[src/rtl/riscv_pkg.sv]
`default_nettype none
// ============================================================================
// Module  : riscv_pkg
// Purpose : Shared constants and types for the fetch/decode pipeline.
//           NOP_INSTR : canonical "addi x0,x0,0" used to fill flushed slots
//           PC_INC    : byte increment between sequential instructions
//           fetch_action_e : the single action the fetch stage takes per edge
// Rev     : 1.0  initial release
// ============================================================================
package riscv_pkg;

  localparam logic [31:0] NOP_INSTR = 32'h0000_0013;
  localparam int          PC_INC    = 4;

  typedef enum logic [1:0] {
    FA_REDIRECT = 2'd0,
    FA_STALL    = 2'd1,
    FA_ADVANCE  = 2'd2
  } fetch_action_e;

endpackage : riscv_pkg
`default_nettype wire

[src/rtl/if_id_reg.sv]
`default_nettype none
// ============================================================================
// Module  : if_id_reg
// Purpose : Generic pipeline register carrying {instr, pc, pc+4, valid}.
//           Flush loads a NOP bubble and clears valid; hold keeps contents.
//           Flush has priority over hold. Also reused between ID and EX.
// Ports   : clk, reset (async, active-low)
//           i_hold, i_flush        : control
//           i_instr/i_pc/i_pc_plus4: next slot contents (valid is set on load)
//           o_instr/o_pc/o_pc_plus4/o_valid : registered slot
// Rev     : 1.0  initial release
// ============================================================================
module if_id_reg
  import riscv_pkg::*;
#(
  parameter int PC_W  = 9,
  parameter int INS_W = 32
) (
  input  logic             clk,
  input  logic             reset,
  input  logic             i_hold,
  input  logic             i_flush,
  input  logic [INS_W-1:0] i_instr,
  input  logic [PC_W-1:0]  i_pc,
  input  logic [PC_W-1:0]  i_pc_plus4,
  output logic [INS_W-1:0] o_instr,
  output logic [PC_W-1:0]  o_pc,
  output logic [PC_W-1:0]  o_pc_plus4,
  output logic             o_valid
);

  localparam logic [INS_W-1:0] C_NOP = INS_W'(NOP_INSTR);

  logic [INS_W-1:0] r_instr;
  logic [PC_W-1:0]  r_pc;
  logic [PC_W-1:0]  r_pc_plus4;
  logic             r_valid;

  always_ff @(posedge clk or negedge reset) begin
    if (!reset) begin
      r_instr    <= C_NOP;
      r_pc       <= '0;
      r_pc_plus4 <= '0;
      r_valid    <= 1'b0;
    end else if (i_flush) begin
      r_instr    <= C_NOP;
      r_pc       <= '0;
      r_pc_plus4 <= '0;
      r_valid    <= 1'b0;
    end else if (!i_hold) begin
      r_instr    <= i_instr;
      r_pc       <= i_pc;
      r_pc_plus4 <= i_pc_plus4;
      r_valid    <= 1'b1;
    end
  end

  assign o_instr    = r_instr;
  assign o_pc       = r_pc;
  assign o_pc_plus4 = r_pc_plus4;
  assign o_valid    = r_valid;

endmodule : if_id_reg
`default_nettype wire

[src/rtl/if_stage.sv]
`default_nettype none
// ============================================================================
// Module  : if_stage
// Purpose : Instruction-fetch stage. Owns the PC, drives the instruction
//           memory address and captures the fetched instruction into IF/ID.
//           Per edge, exactly one action: redirect > stall > advance.
// Ports   : clk, reset (async, active-low)
//           stall_i, redirect_i, redirect_pc_i : pipeline control
//           imem_rdata_i / imem_addr_o         : combinational imem port
//           id_instr_o, id_pc_o, id_pc_plus4_o, id_valid_o : IF/ID slot
//           fetch_cnt_o, flush_cnt_o           : performance counters
// Config  : IF_PERF_CNT_EN - when defined, fetch/flush counters are built;
//           otherwise both counter ports are tied to zero.
// Rev     : 1.0  initial release
// ============================================================================
module if_stage
  import riscv_pkg::*;
#(
  parameter int              PC_W   = 9,
  parameter int              INS_W  = 32,
  parameter logic [PC_W-1:0] RST_PC = '0
) (
  input  logic             clk,
  input  logic             reset,
  input  logic             stall_i,
  input  logic             redirect_i,
  input  logic [PC_W-1:0]  redirect_pc_i,
  input  logic [INS_W-1:0] imem_rdata_i,
  output logic [PC_W-1:0]  imem_addr_o,
  output logic [INS_W-1:0] id_instr_o,
  output logic [PC_W-1:0]  id_pc_o,
  output logic [PC_W-1:0]  id_pc_plus4_o,
  output logic             id_valid_o,
  output logic [31:0]      fetch_cnt_o,
  output logic [31:0]      flush_cnt_o
);

  logic [PC_W-1:0] r_pc;
  logic [PC_W-1:0] w_pc_plus4;
  logic [PC_W-1:0] w_redirect_tgt;
  logic [PC_W-1:0] w_pc_next;
  fetch_action_e   w_action;

  // Target low bits are dropped: instructions are always word aligned.
  assign w_redirect_tgt = {redirect_pc_i[PC_W-1:2], 2'b00};
  // Sink for the ignored alignment bits.
  logic w_unused_tgt_lsb;
  assign w_unused_tgt_lsb = ^redirect_pc_i[1:0];

  // Wraps naturally modulo 2^PC_W.
  assign w_pc_plus4 = r_pc + PC_W'(PC_INC);

  always_comb begin
    w_action = FA_ADVANCE;
    if (redirect_i) begin
      w_action = FA_REDIRECT;
    end else if (stall_i) begin
      w_action = FA_STALL;
    end
  end

  always_comb begin
    w_pc_next = r_pc;
    case (w_action)
      FA_REDIRECT: w_pc_next = w_redirect_tgt;
      FA_STALL:    w_pc_next = r_pc;
      FA_ADVANCE:  w_pc_next = w_pc_plus4;
      default:     w_pc_next = r_pc;
    endcase
  end

  always_ff @(posedge clk or negedge reset) begin
    if (!reset) begin
      r_pc <= RST_PC;
    end else begin
      r_pc <= w_pc_next;
    end
  end

  assign imem_addr_o = r_pc;

  if_id_reg #(
    .PC_W  (PC_W),
    .INS_W (INS_W)
  ) u_if_id (
    .clk        (clk),
    .reset      (reset),
    .i_hold     (w_action == FA_STALL),
    .i_flush    (w_action == FA_REDIRECT),
    .i_instr    (imem_rdata_i),
    .i_pc       (r_pc),
    .i_pc_plus4 (w_pc_plus4),
    .o_instr    (id_instr_o),
    .o_pc       (id_pc_o),
    .o_pc_plus4 (id_pc_plus4_o),
    .o_valid    (id_valid_o)
  );

`ifdef IF_PERF_CNT_EN
  logic [31:0] r_fetch_cnt;
  logic [31:0] r_flush_cnt;

  always_ff @(posedge clk or negedge reset) begin
    if (!reset) begin
      r_fetch_cnt <= '0;
      r_flush_cnt <= '0;
    end else begin
      if (w_action == FA_ADVANCE)  r_fetch_cnt <= r_fetch_cnt + 32'd1;
      if (w_action == FA_REDIRECT) r_flush_cnt <= r_flush_cnt + 32'd1;
    end
  end

  assign fetch_cnt_o = r_fetch_cnt;
  assign flush_cnt_o = r_flush_cnt;
`else
  assign fetch_cnt_o = 32'd0;
  assign flush_cnt_o = 32'd0;
`endif

endmodule : if_stage
`default_nettype wire

[config.mk]
export PLATFORM = sky130hd
export DESIGN_NAME = if_stage
export DESIGN_NICKNAME = d
export VERILOG_FILES = /design/src/rtl/riscv_pkg.sv /design/src/rtl/if_id_reg.sv /design/src/rtl/if_stage.sv
export SDC_FILE = /design/constraint.sdc
export NUM_CORES = 1
export LEC_CHECK = 0
export BUFFER_PORTS_ARGS = -buffer_cell sky130_fd_sc_hd__buf_2
export CAP_MARGIN = 30
export CORE_UTILIZATION = 42
export DETAILED_ROUTE_END_ITERATION = 8
export PLACE_DENSITY = 0.76
export SLEW_MARGIN = 20
export SYNTH_ARGS = -nofsm -noshare
export SYNTH_HDL_FRONTEND = slang
export SYNTH_SLANG_ARGS = --single-unit
export TNS_END_PERCENT = 50
[constraint.sdc]
create_clock -name clk -period 2.4 [get_ports clk]
set_input_delay 0.12 -clock clk [delete_from_list [all_inputs] [get_ports clk]]
set_output_delay 0.12 -clock clk [all_outputs]
set_load 0.05 [all_outputs]
==> flow_summary.json <==
{
  "period_needed_ns": 1.63,
  "root_buffer": "clkbuf_8",
  "die_area_sq_um": 7220,
  "criticalPathCategory": "reg -> reg",
  "areaGrowthSynthToFinish_pct": 13.2,
  "drv_slew": 0,
  "fin_ws_ns": 0.774,
  "finalClockSkew_ns": 0.00428,
  "endpoint_kind": "register",
  "grt_pass1_wl_um": 8780,
  "dieHeight_um": 85.0,
  "clock-sinks": 55,
  "die_x_um": 85.0,
  "slew_headroom_pct": 50.6,
  "initial_utilization_pct": 44.5,
  "vias_per_cell": 4.44,
  "gr-total-overflow": 0,
  "finalSetupViolCount": 0,
  "synth-warning-count": 0,
  "num_vias": 2006,
  "portBuffers": 100,
  "drv_cap": 0,
  "tns_ns": 0,
  "num_antenna_cells": 0,
  "totalWireLength_um": 5150,
  "violations": "design-rule violations",
  "drive_gt1_share_pct": 29.9,
  "cts_tree": "yes",
  "cts_setup_buffers": 0,
  "rsz0062_at_grt": "no",
  "status": "complete, but fails checks",
  "wl_per_cell_um": 11.4,
  "hold_viol": 0,
  "dpl_worst_slack_ns": 0.776,
  "ys_seq_area_share_pct": 47.7,
  "grt_usage_pct": 15.2,
  "synth-seq-cells": 55,
  "syn-cell-area_sq_um": 2890,
  "htreeDepth": 2,
  "globalplace.congestion": 0.716,
  "drc": 13,
  "peakVddDrop_mv": 0.313,
  "worst_pin_slew_ns": 0.741,
  "arrival_ns": 1.84,
  "cts.clk_slew.worst_paths_ns": 0.09,
  "crit_fanout": 7,
  "fmax_ghz": 0.615,
  "grt_max_degree": 42,
  "core_sq_um": 6490,
  "grt_pass1_vias": 1866,
  "hpwl_um": 3770,
  "first_pass_iters": 7,
  "numCtsBuffers": 5,
  "start_kind": "register",
  "antenna_left": 0,
  "finalCritPeriodShare_pct": 67.8,
  "placementRows": 29,
  "layout.nets": 420,
  "drt_iter0_markers": 95,
  "io_pins": 169,
  "min_path_type": "in -> reg",
  "clk_latency_ns": 0.30,
  "synth_cell_type_count": 31,
  "leakage_uw": 0.00186,
  "syn_inst": 281,
  "antenna_found_initial": 0,
  "required_ns": 2.61,
  "powerDensity_nw_per_um2": 692,
  "clockBufferDepth": 2,
  "avgSynthCellArea_sq_um": 10.3
}
==> worst max-delay path: stages, from the launching register on <==
cell	delay, ns
dfrtp_1	0.48
ha_1	0.29
nand4_1	0.18
or3_1	0.34
a311oi_1	0.25
==> placed cells by master (no fill, tap or decap), types with 5 or more instances in the layout <==
cell type / n
xor2_1: 6
nand2_1: 11
mux2i_1: 35
o21ai_0: 8
dfrtp_1: 52
a21oi_1: 6
nor2b_1: 6
conb_1: 66
nor2_1: 43
buf_2: 100
clkbuf_8: 5
==> layout make-up <==
cell class	instances	area, sq um
inverters	3	11.3
multi-input cells	204	1130
flip-flops and latches	55	1380
clock buffers	8	80.1
repair buffers	105	573
fillers	619	3220
well taps	77	96.3
==> sequential cells by signal, summed over array words and instances (netlist names) <==
name                cells
imem_addr_o             7
u_if_id.o_instr        32
u_if_id.o_pc            7
u_if_id.o_pc_plus4      8
u_if_id.o_valid         1
==> per-layer routing <==
metal	share of wire [%]	vias up	global-route usage, %
li1	-	966	-
met2	50	96	26.7
met5	0	-	0
met1	42	940	18.4
met3	7.8	4	4.38
met4	0.70	0	3.54
==> what timing repair did <==
item	CTS	global route
hold buffers	1	0
gates resized for setup	0	0
endpoints found under the hold margin	27	0
setup endpoints to repair	0	0
==> synth_stat cells <==
master,instances,share of area (%)
nor2b_1,6,1.3
buf_6,1,0.39
o21a_1,1,0.26
clkbuf_1,5,0.65
clkinv_1,1,0.13
buf_2,2,0.35
nand2b_1,2,0.43
dfstp_2,3,2.7
conb_1,1,0.13
o21ai_0,8,1.4
clkbuf_4,1,0.26
nand4b_1,2,0.61
nand2_1,11,1.4
xor2_1,6,1.8
nor2_1,43,5.6
nand3_1,3,0.52
a211oi_1,2,0.52
or3_1,2,0.43
or4_1,1,0.26
nand4_1,1,0.22
buf_4,75,19
inv_1,2,0.26
a211o_1,3,0.91
xnor2_1,1,0.30
a21oi_1,6,1.0
a311oi_1,2,0.61
o31a_1,1,0.30
mux2i_1,35,12
nor3_1,1,0.17
dfrtp_1,52,45
ha_1,1,0.43
==> where the power goes <==
group	total [uW]	internal, uW	switching, uW
clock	486	208	278
combinational	738	148	591
sequential	1040	991	51.7
==> per-stage QoR <==
step	util, %	total power (uW)	cell area, sq um	hold WS [ns]	cells
2_1_floorplan	-	1740	3140	-0.176	346
3_3_place_gp	48.6	1790	3160	0.210	442
3_5_place_dp	49.0	1800	3180	0.217	443
4_1_cts	50.4	2300	3270	0.0129	452
5_1_grt	50.4	2390	3270	0.0262	452
6_report	50.4	2270	3270	0.0234	452
==> kinds of logic (layout without fill, tap and decap cells) <==
group | after synthesis | after routing | synth area share [%]
buffers and inverters | 87 | 116 | 21.5
and+or+nand+nor | 72 | 72 | 10.9
DFF | 55 | 55 | 47.7
muxes | 35 | 35 | 12.1
AOI/OAI and AO/OA | 23 | 23 | 5.02
xor gates and xnor gates | 7 | 7 | 2.12
adders and majority gates | 1 | 1 | 0.433
other | 1 | 66 | 0.130
==> worst paths after layout <==
path	startpoint	endpoint	slack (ns)	depth (start not counted)
worst max-delay path	imem_addr_o[2]	u_if_id.o_pc_plus4[8]	0.77	4
worst min-delay path	redirect_pc_i[4]	imem_addr_o[4]	0.02	3
worst max register to register	imem_addr_o[2]	u_if_id.o_pc_plus4[8]	0.77	4
worst min register to register	u_if_id.o_pc_plus4[3]	u_if_id.o_pc_plus4[3]	0.52	2
max in group asynchronous	reset	u_if_id.o_instr[23]	1.33	3
min in group asynchronous	reset	u_if_id.o_pc_plus4[5]	0.41	2
Power figures use the tool's default switching activity.
